## src/rtl/hazard_ctrl.sv

```systemverilog
// hazard_ctrl -- pipeline hazard and stall controller for the five-stage RV32I core.
//
// Covers the hazards forwarding cannot: load-use, taken-branch flushes,
// instruction-fetch waits and data-memory waits. Control outputs are
// combinational from the current inputs and state and feed the pipeline
// registers in the same cycle. Stall counters, the wait counter and the
// sticky timeout flag update on the rising clock edge.
//
// Parameters:
//   DMEM_TIMEOUT  DWAIT cycles after which mem_timeout sets
//   CNT_W         width of lu_stalls / mem_stalls
// Ports:
//   clk, rst                      clock, synchronous active-high reset
//   ID_RS1/ID_RS2, ID_uses_rs*    sources of the instruction in ID
//   EX_MemRead, EX_RD             load flag / destination of the EX instruction
//   EX_br_taken                   EX redirects the PC
//   imem_resp                     fetch completes this cycle
//   dmem_req, dmem_resp           MEM access outstanding / completes this cycle
//   *_hold                        freeze a pipeline register (or the PC)
//   *_bubble                      load a NOP into a pipeline register
//   ifid_flush, idex_flush        squash wrong-path instructions
//   lu_stalls, mem_stalls         saturating event counters
//   mem_timeout                   sticky data-access timeout flag
module hazard_ctrl #(
    parameter int DMEM_TIMEOUT = 255,
    parameter int CNT_W        = 16
) (
    input  logic             clk,
    input  logic             rst,
    input  logic [4:0]       ID_RS1,
    input  logic [4:0]       ID_RS2,
    input  logic             ID_uses_rs1,
    input  logic             ID_uses_rs2,
    input  logic             EX_MemRead,
    input  logic [4:0]       EX_RD,
    input  logic             EX_br_taken,
    input  logic             imem_resp,
    input  logic             dmem_req,
    input  logic             dmem_resp,
    output logic             pc_hold,
    output logic             ifid_hold,
    output logic             idex_hold,
    output logic             exmem_hold,
    output logic             ifid_bubble,
    output logic             idex_bubble,
    output logic             memwb_bubble,
    output logic             ifid_flush,
    output logic             idex_flush,
    output logic [CNT_W-1:0] lu_stalls,
    output logic [CNT_W-1:0] mem_stalls,
    output logic             mem_timeout
);

    // Wait counter is at least 8 bits and wide enough to hold DMEM_TIMEOUT.
    localparam int WCNT_W = ($clog2(DMEM_TIMEOUT + 1) > 8) ? $clog2(DMEM_TIMEOUT + 1) : 8;
    localparam logic [WCNT_W-1:0] WCNT_TO  = WCNT_W'(DMEM_TIMEOUT);
    localparam logic [WCNT_W-1:0] WCNT_MAX = '1;
    localparam logic [CNT_W-1:0]  CNT_MAX  = '1;

    typedef enum logic [1:0] {RUN, DWAIT, LUSTALL} state_t;

    state_t            state, state_nxt;
    logic              dfreeze, ifreeze, lu, lu_take;
    logic [WCNT_W-1:0] wcnt, wcnt_inc;

    assign dfreeze = dmem_req & ~dmem_resp;
    assign ifreeze = ~imem_resp;
    assign lu = EX_MemRead & (EX_RD != 5'd0) &
                ((ID_uses_rs1 & (ID_RS1 == EX_RD)) | (ID_uses_rs2 & (ID_RS2 == EX_RD)));

    // A load-use stall is only issued when nothing above it in priority is
    // active. Masking it in LUSTALL limits the penalty to a single bubble.
    assign lu_take = lu & ~dfreeze & ~EX_br_taken & (state != LUSTALL);

    assign wcnt_inc = (wcnt == WCNT_MAX) ? wcnt : wcnt + 1'b1;

    // One next-state rule covers every transition: a freeze always lands in
    // DWAIT, and DWAIT is left as soon as the freeze drops (dmem_resp).
    always_comb begin
        state_nxt = RUN;
        if (dfreeze)      state_nxt = DWAIT;
        else if (lu_take) state_nxt = LUSTALL;
    end

    always_comb begin
        pc_hold      = 1'b0;
        ifid_hold    = 1'b0;
        idex_hold    = 1'b0;
        exmem_hold   = 1'b0;
        ifid_bubble  = 1'b0;
        idex_bubble  = 1'b0;
        memwb_bubble = 1'b0;
        ifid_flush   = 1'b0;
        idex_flush   = 1'b0;
        if (dfreeze) begin
            // A taken branch stays visible in the frozen EX stage, so its
            // flush simply fires in the first unfrozen cycle.
            pc_hold      = 1'b1;
            ifid_hold    = 1'b1;
            idex_hold    = 1'b1;
            exmem_hold   = 1'b1;
            memwb_bubble = 1'b1;
        end else if (EX_br_taken) begin
            // PC must load the redirect target even during a fetch wait;
            // ifid_flush discards whatever the missing fetch would deliver.
            ifid_flush = 1'b1;
            idex_flush = 1'b1;
        end else if (lu_take) begin
            pc_hold     = 1'b1;
            ifid_hold   = 1'b1;
            idex_bubble = 1'b1;
        end else if (ifreeze) begin
            pc_hold     = 1'b1;
            ifid_bubble = 1'b1;
        end
    end

    always_ff @(posedge clk) begin
        if (rst) begin
            state       <= RUN;
            wcnt        <= '0;
            lu_stalls   <= '0;
            mem_stalls  <= '0;
            mem_timeout <= 1'b0;
        end else begin
            state <= state_nxt;

            if (state != DWAIT && state_nxt == DWAIT)
                wcnt <= '0;
            else if (state == DWAIT)
                wcnt <= wcnt_inc;

            if (state == DWAIT && wcnt_inc >= WCNT_TO)
                mem_timeout <= 1'b1;

            if (lu_take && lu_stalls != CNT_MAX)
                lu_stalls <= lu_stalls + 1'b1;
            if (dfreeze && mem_stalls != CNT_MAX)
                mem_stalls <= mem_stalls + 1'b1;
        end
    end

endmodule

```

## config.mk

```make
export PLATFORM = sky130hd
export DESIGN_NAME = hazard_ctrl
export DESIGN_NICKNAME = d
export VERILOG_FILES = /design/src/rtl/hazard_ctrl.sv
export SDC_FILE = /design/constraint.sdc
export NUM_CORES = 1
export LEC_CHECK = 0
export CORE_MARGIN = 5
export CORE_UTILIZATION = 49
export CTS_BUF_LIST = sky130_fd_sc_hd__clkbuf_16
export CTS_CLUSTER_DIAMETER = 30
export DETAILED_ROUTE_END_ITERATION = 6
export PLACE_DENSITY = 0.81
export RECOVER_POWER = 25
export SYNTH_ARGS = -nofsm -noshare
export SYNTH_HDL_FRONTEND = slang
export SYNTH_SLANG_ARGS = --single-unit
```

## constraint.sdc

```tcl
create_clock -name clk -period 4 [get_ports clk]
set_clock_uncertainty 0.15 [all_clocks]
set_input_delay 1 -clock clk [delete_from_list [all_inputs] [get_ports clk]]
set_output_delay 1 -clock clk [all_outputs]
set_load 0.01 [all_outputs]
```

# --- Word-level counts from Yosys, hierarchy flattened ---
# Index checks and enable logic that the tools add are counted.
classes:
  n_reduce_logical: 6
  bitwise_logic: 12
  n_eq_ne: 9
  n_lt_le_gt_ge: 1
  addsub: 3
  mux: 17
ops:
  columns: ["cell", "n"]
  rows:
  - ["adder 16 x 1 -> 16 bit (second input constant)", 2]
  - ["!= test 16 bit (second input constant)", 2]
  - ["2-to-1 mux 1 bit", 14]
  - ["== test 5 bit", 2]
  - ["adder 8 x 1 -> 8 bit (second input constant)", 1]
  - ["AND 1 bit", 8]
  - ["== test 8 bit (second input constant)", 1]
  - ["greater-or-equal comparator 8 bit (second input constant)", 1]
  - ["2-to-1 mux 8 bit", 1]
  - ["nonzero test 5 bit", 1]
  - ["== test 2 x 1 -> 1 bit (second input constant)", 2]
  - ["logical AND 1 bit", 4]
  - ["2-to-1 mux 2 bit", 2]
  - ["inverter 1 bit", 3]
  - ["!= test 2 x 1 -> 1 bit (second input constant)", 1]
  - ["!= test 2 bit (second input constant)", 1]
  - ["OR reduction 2 bit", 1]
  - ["OR 1 bit", 1]
word_totals:
  ff_bits: 43
  out_inout_bits: 42
  elab_cells: 53

# --- Depth between registers and ports, before layout ---
# Gate-level depths: netlist of the first run.
depth:
  ltp_word: 12
  ltp_mapped: 8
  mapped_depth_nobuf: 7

# --- Least setup slack after synthesis of the first run ---
# OpenSTA, ideal clock, no wires.
synth_path:
  path_kind: "input port to output port"
  from: "input port dmem_resp"
  to: "output port pc_hold"
  arrival_ns: 2.467
  cell_stages: 7
  slack_ns: 0.383
  cell_sequence: "nand2b_1 buf_6 inv_4 nor4b_4 nand2_1 or2_2 a31oi_1"
synth_between:
  elab_chain_cells: 9
synth_lines:
  columns: ["element", "line", "source"]
  rows:
  - ["start: declaration", "39", "input logic dmem_resp,"]
  - ["inverter 1 bit *", "66", "assign dfreeze = dmem_req & ~dmem_resp;"]
  - ["AND 1 bit *", "66", null]
  - ["inverter 1 bit", "73", "assign lu_take = lu & ~dfreeze & ~EX_br_taken & (state != LUSTALL);"]
  - ["AND 1 bit (3 in a row)", "73", null]
  - ["2-to-1 mux 1 bit", "108", "end else if (lu_take) begin"]
  - ["2-to-1 mux 1 bit", "103", "end else if (EX_br_taken) begin"]
  - ["2-to-1 mux 1 bit *", "95", "if (dfreeze) begin"]
  - ["end: declaration", "40", "output logic pc_hold,"]
# Every way passes the cells marked *; elsewhere a longest branch is shown, timed or not.

# --- Worst setup path in the final report of the first run ---
layout_path:
  from: "input port ID_RS1[2]"
  to: "output port ifid_bubble"
layout_between:
  elab_chain_cells: 10
layout_lines:
  columns: ["element", "line", "source"]
  rows:
  - ["start: declaration", "30", "input logic [4:0] ID_RS1,"]
  - ["== test 5 bit", "69", "((ID_uses_rs1 & (ID_RS1 == EX_RD)) | (ID_uses_rs2 & (ID_RS2 == EX_RD)));"]
  - ["AND 1 bit", "69", null]
  - ["OR 1 bit", "69", null]
  - ["AND 1 bit", "68", "assign lu = EX_MemRead & (EX_RD != 5'd0) &"]
  - ["AND 1 bit (3 in a row)", "73", null]
  - ["2-to-1 mux 1 bit", "108", null]
  - ["2-to-1 mux 1 bit", "103", null]
  - ["2-to-1 mux 1 bit", "95", null]
  - ["end: declaration", "44", "output logic ifid_bubble,"]
# Every way passes these cells.

==> impl_metrics.toml, run 1 <==
[synthesis]
ys_ff_latch = 43
ys_seq_area_share_pct = 34.9
syn-num-nets = 321
synth_fa_ha_area_share_pct = 1.52
synth_top_flop_cell = "dfxtp_1"
synth_area_leader_cell = "dfxtp_1"
synth-xor-area-share_pct = 8.88
yosysTopAreaCellShare_pct = 34.9
synth_compound_gate_area_share_pct = 10.3
muxShareOfSynthArea_pct = 6.04
yosysMostFrequentCell = "dfxtp_1"
yosys.cell_types.count = 51
synth-simple-area-share_pct = 34.5
synth_cells = 294
synth_common_cells = "dfxtp_1, nor2_1, nand2_1"
yosysWarnings = 0
synth_area_per_cell_um2 = 8.38
synth_top_family_by_area = "simple AND/OR/NAND/NOR gates"
synthArstFlopShare_pct = 0
synth.area.top_cells = "dfxtp_1, nor2_1, xnor2_1"
synth_area_um2 = 2460
synth_edf_count = 0

[global_route]
antenna_found_initial = 0
grt_pass1_wl_mm = 11.0
grt_pass1_vias = 2387
grt_usage_pct = 20.9
grt_overflow_total = 0
grt_max_degree = 34

[sta]
fmax_mhz = 256
rsz0062_at_grt = "false"
finalHoldViolCount = 0
max-slew-margin-rel_pct = 7.39
finalCritPeriodShare_pct = 97.8
final_max_slew_viol_count = 0
min_period_ns = 3.91
setup_viol = 0
tightestPinTransition_ns = 1.39
fin_ws_ns = 0.0875

[critical_path]
rrSetupSlack_ns = 1.63
path_depth = 8
path_cells = "clkdlybuf4s50_1 > xnor2_1 > nand4_1 > o22a_1 > or2_2 > inv_1 > nor4_1 > dlygate4sd2_1"
crit_type = "input pin to output pin"
crit_family = "buffers and inverters"
critPathArrivalTime_ns = 2.76
slowest_delay_ns = 0.49
required_ns = 2.85
cp-start-kind = "input pin"
crit_fanout = 4
slowest_stage = "clkdlybuf4s50_1"
rr_startpoint = "lu_stalls[2]$_SDFFE_PP0P_"
r2r_end = "lu_stalls[0]$_SDFFE_PP0P_"
cp-endpoint = "ifid_bubble"
crit_start = "ID_RS1[2]"
endpoint_kind = "output pin"
reg2reg_depth = 5
path_buf_inv = 3

[detailed_routing]
drt-initial-drc-count = 146
drt-total-wl_mm = 6.45
viasPerCell = 5.85
num_vias = 2535
postRouteAntennaNets = 0
dr.pass1.iters = 5
drc = 0
wire_per_inst_um = 14.9

[layout]
multi_input_area_um2 = 1520
antennaDiodeCount = 0
fillers = 420
syn_to_final_growth_pct = 36.8
drive_above_1_share_pct = 9.02
final_util_pct = 70.0
finalNetCount = 393
seq_area_um2 = 861

[run_status]
status = "complete, no violations"

[cts]
clk_pin_slew_ns = 0.06
cts.htree.levels = 2
ctsHoldBuffers = 0
cts_tree = "built"
clock_latency_ns = 0.28
root_buffer = "clkbuf_16"
clock_sinks = 43
cts.path.max_buffers = 2
cts_buffers = 5

[floorplanning]
num_io_pins = 66
rows = 25
coreArea_um2 = 4820
initial_utilization_pct = 51.2
die_h_um = 80.9
die_area_um2 = 6550
die_width_um = 80.9

[placed_design]
port_buffers = 65
dp_hpwl_mm = 4.76
gp_congestion = 0.898
dpl_worst_slack_ns = -0.341

[power]
ir_drop_mv = 0.223
p_leak_nw = 1.24
p_per_area_nw_per_um2 = 289

[worst_hold_path]
hp-class = "register to register"

[flow_run]
maxCapViolCount = 0
-- sequential cells by signal, summed over array words and instances, names as in the netlist --
register / cells
lu_stalls: 16
state: 2
mem_timeout: 1
wcnt: 8
mem_stalls: 16
-- worst reg2reg max path: cells and delay by family, from the launching register on --
kind          cells  cell delay, ns
flops             1            0.45
mux               1            0.31
simple gates      4            1.36
-- how the worst min path moves through the flow --
stage / from / endpoint / slack (ns) / cells after the start
finish: mem_timeout$_SDFFE_PP0P_ / mem_timeout$_SDFFE_PP0P_ / 0.33 / 1
global route: mem_timeout$_SDFFE_PP0P_ / mem_timeout$_SDFFE_PP0P_ / 0.37 / 1
CTS: mem_timeout$_SDFFE_PP0P_ / mem_timeout$_SDFFE_PP0P_ / 0.35 / 1
detailed placement: mem_timeout$_SDFFE_PP0P_ / mem_timeout$_SDFFE_PP0P_ / 0.33 / 1
global placement: mem_timeout$_SDFFE_PP0P_ / mem_timeout$_SDFFE_PP0P_ / 0.32 / 1
floorplan: wcnt[7]$_SDFFE_PP0P_ / wcnt[7]$_SDFFE_PP0P_ / 0.33 / 2
-- layer usage --
layer	GRT usage [%]	vias up	share of wire [%]
met5	0	-	0
met1	26.0	1186	44
met3	5.65	7	9.0
li1	-	1223	-
met2	35.6	119	46
met4	5.74	0	1.1
-- power breakdown --
group	switching (mW)	internal, mW
Clock	0.157	0.289
Combinational	0.0428	0.0511
Sequential	0.00297	0.431
-- logic make-up after synthesis --
family / Yosys count
AOI/OAI and AO/OA: 37
xor gates and xnor gates: 25
adders and majority gates: 3
buffers and inverters: 19
DFF: 43
muxes: 14
and+or+nand+nor: 153
-- cell type report --
class | count | area share (%)
multi-input cells | 232 | 45.0
clock buffers | 5 | 3.71
flip-flops and latches | 43 | 25.5
clock inverters | 2 | 1.00
well taps | 67 | 2.49
inverters | 7 | 0.853
repair buffers | 77 | 21.4
-- cells in the final DEF, fill, tap and decap left out, types with 8 or more instances in the layout --
| cell type | instances |
|---|---|
| dlygate4sd3_1 | 15 |
| buf_4 | 11 |
| xnor2_1 | 15 |
| nor4_1 | 9 |
| nor3_1 | 9 |
| nor2b_1 | 8 |
| nand4_1 | 12 |
| xor2_1 | 10 |
| nor2_1 | 36 |
| dfxtp_1 | 43 |
| nand2_1 | 23 |
| nand3_1 | 13 |
| clkdlybuf4s50_1 | 41 |
| dlygate4sd2_1 | 8 |
-- per-stage QoR --
step                hold slack, ns  power, mW  instance area, µm²  std cells  TNS (ns)
floorplan                    0.326      0.487                2460        294         0
global placement             0.317      0.538                3220        426    -0.844
detailed placement           0.329      0.540                3220        426    -0.970
global route                 0.371       1.01                3370        433         0
CTS                          0.345      0.982                3380        433         0
finish                       0.331      0.974                3370        433         0
-- repair_timing --
item | 4_1_cts | 5_1_grt
gates resized for setup | 10 | 3
setup buffers | 0 | 0
pin swaps | 0 | 1
endpoints found under the setup margin | 4 | 2
Power figures use the tool's default switching activity.
==> run 2, diff against run 1 <==
- CORE_ASPECT_RATIO: default -> 0.5
==> run 2 against run 1 <==
The run now ends with max-capacitance violations, max-slew violations left. Worst hold slack better by 0.010 ns. Wire length up 0.40%. Utilization down 0.98 points. Combinational power down 0.6%. Sequential power about the same. Via count down 3.8%. Largest cell class unchanged. Largest power group unchanged.
==> impl_metrics.toml, run 2 (synthesized netlist as in run 1, its figures left out) <==
[sta]
setup_viol = 0
min_period_ns = 3.87
final_max_slew_viol_count = 38
rsz0062_at_grt = "false"
finalCritPeriodShare_pct = 96.8
finalHoldViolCount = 0
fmax_mhz = 258
max-slew-margin-rel_pct = -2.65
tightestPinTransition_ns = 1.54

[global_route]
antenna_found_initial = 0
gr-usage-met2_pct = 35.8
grt_pass1_vias = 2361
grt_max_degree = 38
gr-usage-met3_pct = 5.61
grt_pass1_wl_mm = 10.8
grt_overflow_total = 0
use_met1_pct = 25.8
top_usage_layer = "met2"
grt_usage_pct = 20.8

[placed_design]
gp_congestion = 0.908
dp_hpwl_mm = 4.78
place_inst = 427
port_buffers = 65
dpl-instance-area_um2 = 3210

[cts]
clk_pin_slew_ns = 0.06
clock_latency_ns = 0.29
cts.htree.levels = 2
cts_tree = "built"
root_buffer = "clkbuf_16"
postCtsSetupRepairBufs = 0
cts_buffers = 5
clock_sinks = 43
cts.path.max_buffers = 2

[power]
p_leak_nw = 1.23
internal-power_uw = 772
combPwrFrac_pct = 9.5
clockPowerShare_pct = 46.4
pwr-share-seq_pct = 44.1
p_sw_uw = 211
swShare_pct = 21.5
ir_drop_mv = 0.171
total_power_uw = 983
p_per_area_nw_per_um2 = 291

[critical_path]
crit_type = "input pin to output pin"
cp-start-kind = "input pin"
crit_fanout = 4
reg2reg_depth = 5
endpoint_kind = "output pin"
slowest_delay_ns = 0.48
critPathArrivalTime_ns = 2.72
required_ns = 2.85
slowest_stage = "clkdlybuf4s50_1"
path_cells = "clkdlybuf4s50_1 > xnor2_1 > nand4_1 > o22a_1 > or2_4 > a31oi_1 > clkdlybuf4s15_1"

[layout]
finalInstanceArea_um2 = 3370
finalNetCount = 391
fillers = 409
syn_to_final_growth_pct = 36.9
top_regs = "lu_stalls x16, mem_stalls x16, wcnt x8"
layout_common_cells = "clkdlybuf4s50_1, dfxtp_1, nor2_1, nand2_1, xnor2_1"
antennaDiodeCount = 0
drive_above_1_share_pct = 8.49
seq_area_um2 = 861
multi_input_area_um2 = 1520
fin_cells = 435

[floorplanning]
die_h_um = 60.2
num_io_pins = 66
die_area_um2 = 6630
rows = 18
die_width_um = 110
coreArea_um2 = 4890
initial_utilization_pct = 50.4

[flow_run]
maxCapViolCount = 1

[detailed_routing]
wire_per_inst_um = 14.9
num_vias = 2439
drc = 0
dr.pass1.iters = 4
viasPerCell = 5.61
drt-total-wl_mm = 6.47
drt-initial-drc-count = 126
postRouteAntennaNets = 0

[worst_hold_path]
hp-class = "register to register"
min_path_cells = 1

[run_status]
violations = "max-capacitance violations, max-slew violations"
status = "finished, violations left"
[run 2: cell count changes in the layout (fill, tap and decap cells not counted)]
cell	before	now
inv_1	6	5
or2_4	0	1
clkdlybuf4s50_1	41	43
clkdlybuf4s15_1	0	1
clkinv_1	1	2
dlygate4sd3_1	15	13
or2_2	4	3
buf_4	11	9
clkinv_2	0	1
clkbuf_2	1	0
[run 2: power groups by stage]
stage	sequential, mW	clock (mW)	combinational [mW]
global route	0.434	0.482	0.102
global placement	0.443	0	0.0929
detailed placement	0.443	0	0.0955
finish	0.434	0.456	0.0933
floorplan	0.443	0	0.0436
CTS	0.433	0.464	0.0939
[run 2: metrics by stage]
| step | hold slack (ns) | setup slack [ns] | utilization, % | TNS (ns) |
|---|---|---|---|---|
| floorplan | 0.326 | 0.383 | - | 0 |
| finish | 0.341 | 0.129 | 69.0 | 0 |
| CTS | 0.346 | 0.0141 | 69.0 | 0 |
| global placement | 0.320 | -0.275 | 65.7 | -0.758 |
| detailed placement | 0.332 | -0.341 | 65.7 | -0.962 |
| global route | 0.373 | 0.0382 | 69.0 | 0 |
[run 2: critical path, delay by kind of cell]
| kind | cells | cell delay [ns] |
|---|---|---|
| AO/OA/AOI/OAI | 2 | 0.41 |
| buffers and inverters | 2 | 0.75 |
| XOR/XNOR | 1 | 0.13 |
| AND/OR/NAND/NOR | 2 | 0.43 |
[run 2: path summary, 6_finish.rpt]
| check | start | end | slack [ns] |
|---|---|---|---|
| hold reg to reg | mem_timeout$_SDFFE_PP0P_ | mem_timeout$_SDFFE_PP0P_ | 0.34 |
| hold / removal | mem_timeout$_SDFFE_PP0P_ | mem_timeout$_SDFFE_PP0P_ | 0.34 |
| setup reg to reg | lu_stalls[2]$_SDFFE_PP0P_ | lu_stalls[0]$_SDFFE_PP0P_ | 1.50 |
| setup / recovery | ID_RS1[4] | pc_hold | 0.13 |
[run 2: cell type report]
cell class,instances,area share [%]
clock inverter,3,1.15
clock buffer,5,3.71
sequential,43,25.5
multi-input combinational,232,45.1
inverter,7,0.853
tap,70,2.60
timing repair buffer,75,21.1
[run 2: per-layer routing]
layer / share of wire, % / wire length [µm]
met1: 45 / 2910
met2: 50 / 3210
met3: 4.2 / 272
met4: 1.2 / 80
met5: 0 / 0
[run 2: timing repair]
item,4_1_cts,5_1_grt
resized for setup,10,2
pin swaps,1,1
hold buffers,0,0
endpoints found under the setup margin,4,2
==> RTL change (flow settings as in run 1) <==
Change the parameter `CNT_W` from 16 to 32.
--- a/src/rtl/hazard_ctrl.sv
+++ b/src/rtl/hazard_ctrl.sv
@@ -23,7 +23,7 @@
 //   mem_timeout                   sticky data-access timeout flag
 module hazard_ctrl #(
     parameter int DMEM_TIMEOUT = 255,
-    parameter int CNT_W        = 16
+    parameter int CNT_W        = 32
 ) (
     input  logic             clk,
     input  logic             rst,
Ports: changed (resized lu_stalls and mem_stalls); port bits go from 66 to 98. The function was not compared with the original's and may differ.
==> RTL change against run 1 <==
The flow now finishes with violations (capacitance limit, slew limit). Area after synthesis up 59%. Routed wire length increased by 57%. Sequential share of layout area is 3.1 points higher. Register-to-register slack worse by 0.24 ns. Synthesized cell count grew 58%. First-iteration DRC count increased by 43%. Cell count increased by 55%. Worst setup slack better by 0.14 ns. Maximum frequency grew 3.8%. Total power increased by 66%. Design area increased by 55%. Die area rose by 51%. Sequential cell count increased by 32. Hold slack got worse by 0.011 ns. Largest cell class unchanged. Highest routed layer unchanged.
==> RTL change: results <==
grt:
  grt.total_usage_pct: 20.3
  grt_pass1_vias: 3675
  grt_pass1_wl_mm: 16.8
  grt_max_degree: 50
synth:
  async_flop_share_pct: 0
  ys_seq_area_share_pct: 38.4
  synth_nets: 492
  synth_top_cells_by_count: "dfxtp_1 (75), nor2_1 (52), nand2_1 (32)"
  synth_seq_cells: 75
  synth_area_leaders: "dfxtp_1 (38%), xnor2_1 (6.7%), nor2_1 (5.0%)"
  ys_types: 52
  synth_flop_cell: "dfxtp_1"
worst_setup_path:
  worstSetupStartpoint: "EX_RD[1]"
  reg2reg_slack_ns: 1.39
  r2r-start: "lu_stalls[26]"
  r2r-end: "lu_stalls[12]"
  worstPathArrival_ns: 2.62
  r2r_cells: 7
  worstSetupEndpoint: "pc_hold"
placement:
  io_buffers: 97
  dp_hpwl_mm: 7.37
  dpl-instance-area_mm2: 0.00494
  place_congestion: 0.907
layout:
  drive_above_1_share_pct: 8.44
  finalNetCount: 591
  diodes: 0
  fillers: 600
  largestRegisters: "lu_stalls (32), mem_stalls (32), wcnt (8)"
worst_hold_path:
  holdPathStages: 2
  hp-class: "register to register"
timing:
  slew_headroom_pct: -44.4
  final_max_slew_viol_count: 50
power_and_ir_drop:
  p_leak_nw: 1.78
  vdd_ir_drop_max_v: 0.000236
routing:
  vias: 3848
  wl_per_cell_um: 15.1
  drtIter0Drc: 209
cts:
  numCtsBuffers: 9
  clk_latency_ns: 0.33
  h-tree-depth: 3
  cts_buffer_depth: 2
run_status:
  outcome: "complete, but fails checks"
  failed_checks: "capacitance limit, slew limit"
job:
  maxCapViolCount: 1
floorplan:
  coreArea_mm2: 0.00777
RTL change: changes by cell type after synthesis, moves of 5 or more:
cell / before / now
a21oi_1: 7 / 29
dfxtp_1: 43 / 75
inv_1: 5 / 12
mux2i_1: 7 / 2
nand2_1: 23 / 32
nand3_1: 13 / 24
nand4_1: 12 / 26
nor2_1: 36 / 52
nor3_1: 9 / 18
o21ai_0: 7 / 23
or3_1: 2 / 21
xnor2_1: 15 / 30
RTL change: cell type report:
type,count,area (um2),area share [%]
clock buffers,9,225,4.30
clock inverters,7,58.8,1.12
inverters,12,45.0,0.860
multi-input cells,359,2240,42.7
flip-flops and latches,75,1500,28.7
well taps,102,128,2.44
repair buffers,107,1050,20.0
RTL change: power by group:
group          total [mW]  internal, mW  switching, mW
logic              0.0985        0.0488         0.0497
registers           0.753         0.750        0.00335
clock network       0.767         0.474          0.294
total                1.62          1.27          0.347
RTL change: metrics by stage:
| stage | worst slack (ns) | cells | hold slack, ns | setup TNS [ns] | power (mW) |
|---|---|---|---|---|---|
| final | 0.229 | 671 | 0.320 | 0 | 1.62 |
| after global routing | 0.132 | 671 | 0.369 | 0 | 1.68 |
| after CTS | 0.0155 | 670 | 0.324 | 0 | 1.63 |
| after detailed placement | -0.169 | 654 | 0.315 | -0.350 | 0.868 |
| after global placement | -0.0603 | 654 | 0.310 | -0.0603 | 0.865 |
| after floorplan | 0.748 | 465 | 0.332 | 0 | 0.821 |
RTL change: logic make-up after synthesis:
family,synth area share [%]
AND/OR/NAND/NOR,31.9
buffers and inverters,4.57
AO/OA/AOI/OAI,12.1
XOR/XNOR,9.62
flip-flops,38.4
adder cells (fa/ha/maj),0.959
multiplexers,2.53
RTL change: worst max-delay path, cell delays in order:
cell and delay, ns:
clkdlybuf4s50_1 0.54, xnor2_1 0.15, nand4_1 0.19, o22ai_4 0.18
nand2_2 0.11, a31oi_1 0.16, dlygate4sd2_1 0.28
RTL change: timing repair:
action | CTS | global route
endpoints found under the setup margin | 4 | 3
pin swaps | 1 | 3
setup buffers | 0 | 1
gates resized for setup | 4 | 4
cloned | 0 | 0
RTL change: how the worst min path moves through the flow:
stage	startpoint	endpoint	slack (ns)
6_report	mem_timeout	mem_timeout	0.32
4_1_cts	mem_timeout	mem_timeout	0.32
3_5_place_dp	mem_timeout	mem_timeout	0.31
3_3_place_gp	mem_timeout	mem_timeout	0.31
2_1_floorplan	wcnt[6]	wcnt[6]	0.33
5_1_grt	mem_timeout	mem_timeout	0.37
RTL change: layer usage:
layer	vias up	track usage, %	share of wire [%]
met5	-	0	0
met4	0	7.56	1.5
met3	16	5.68	7.6
met2	132	33.7	48
met1	1807	25.1	43
li1	1893	-	-
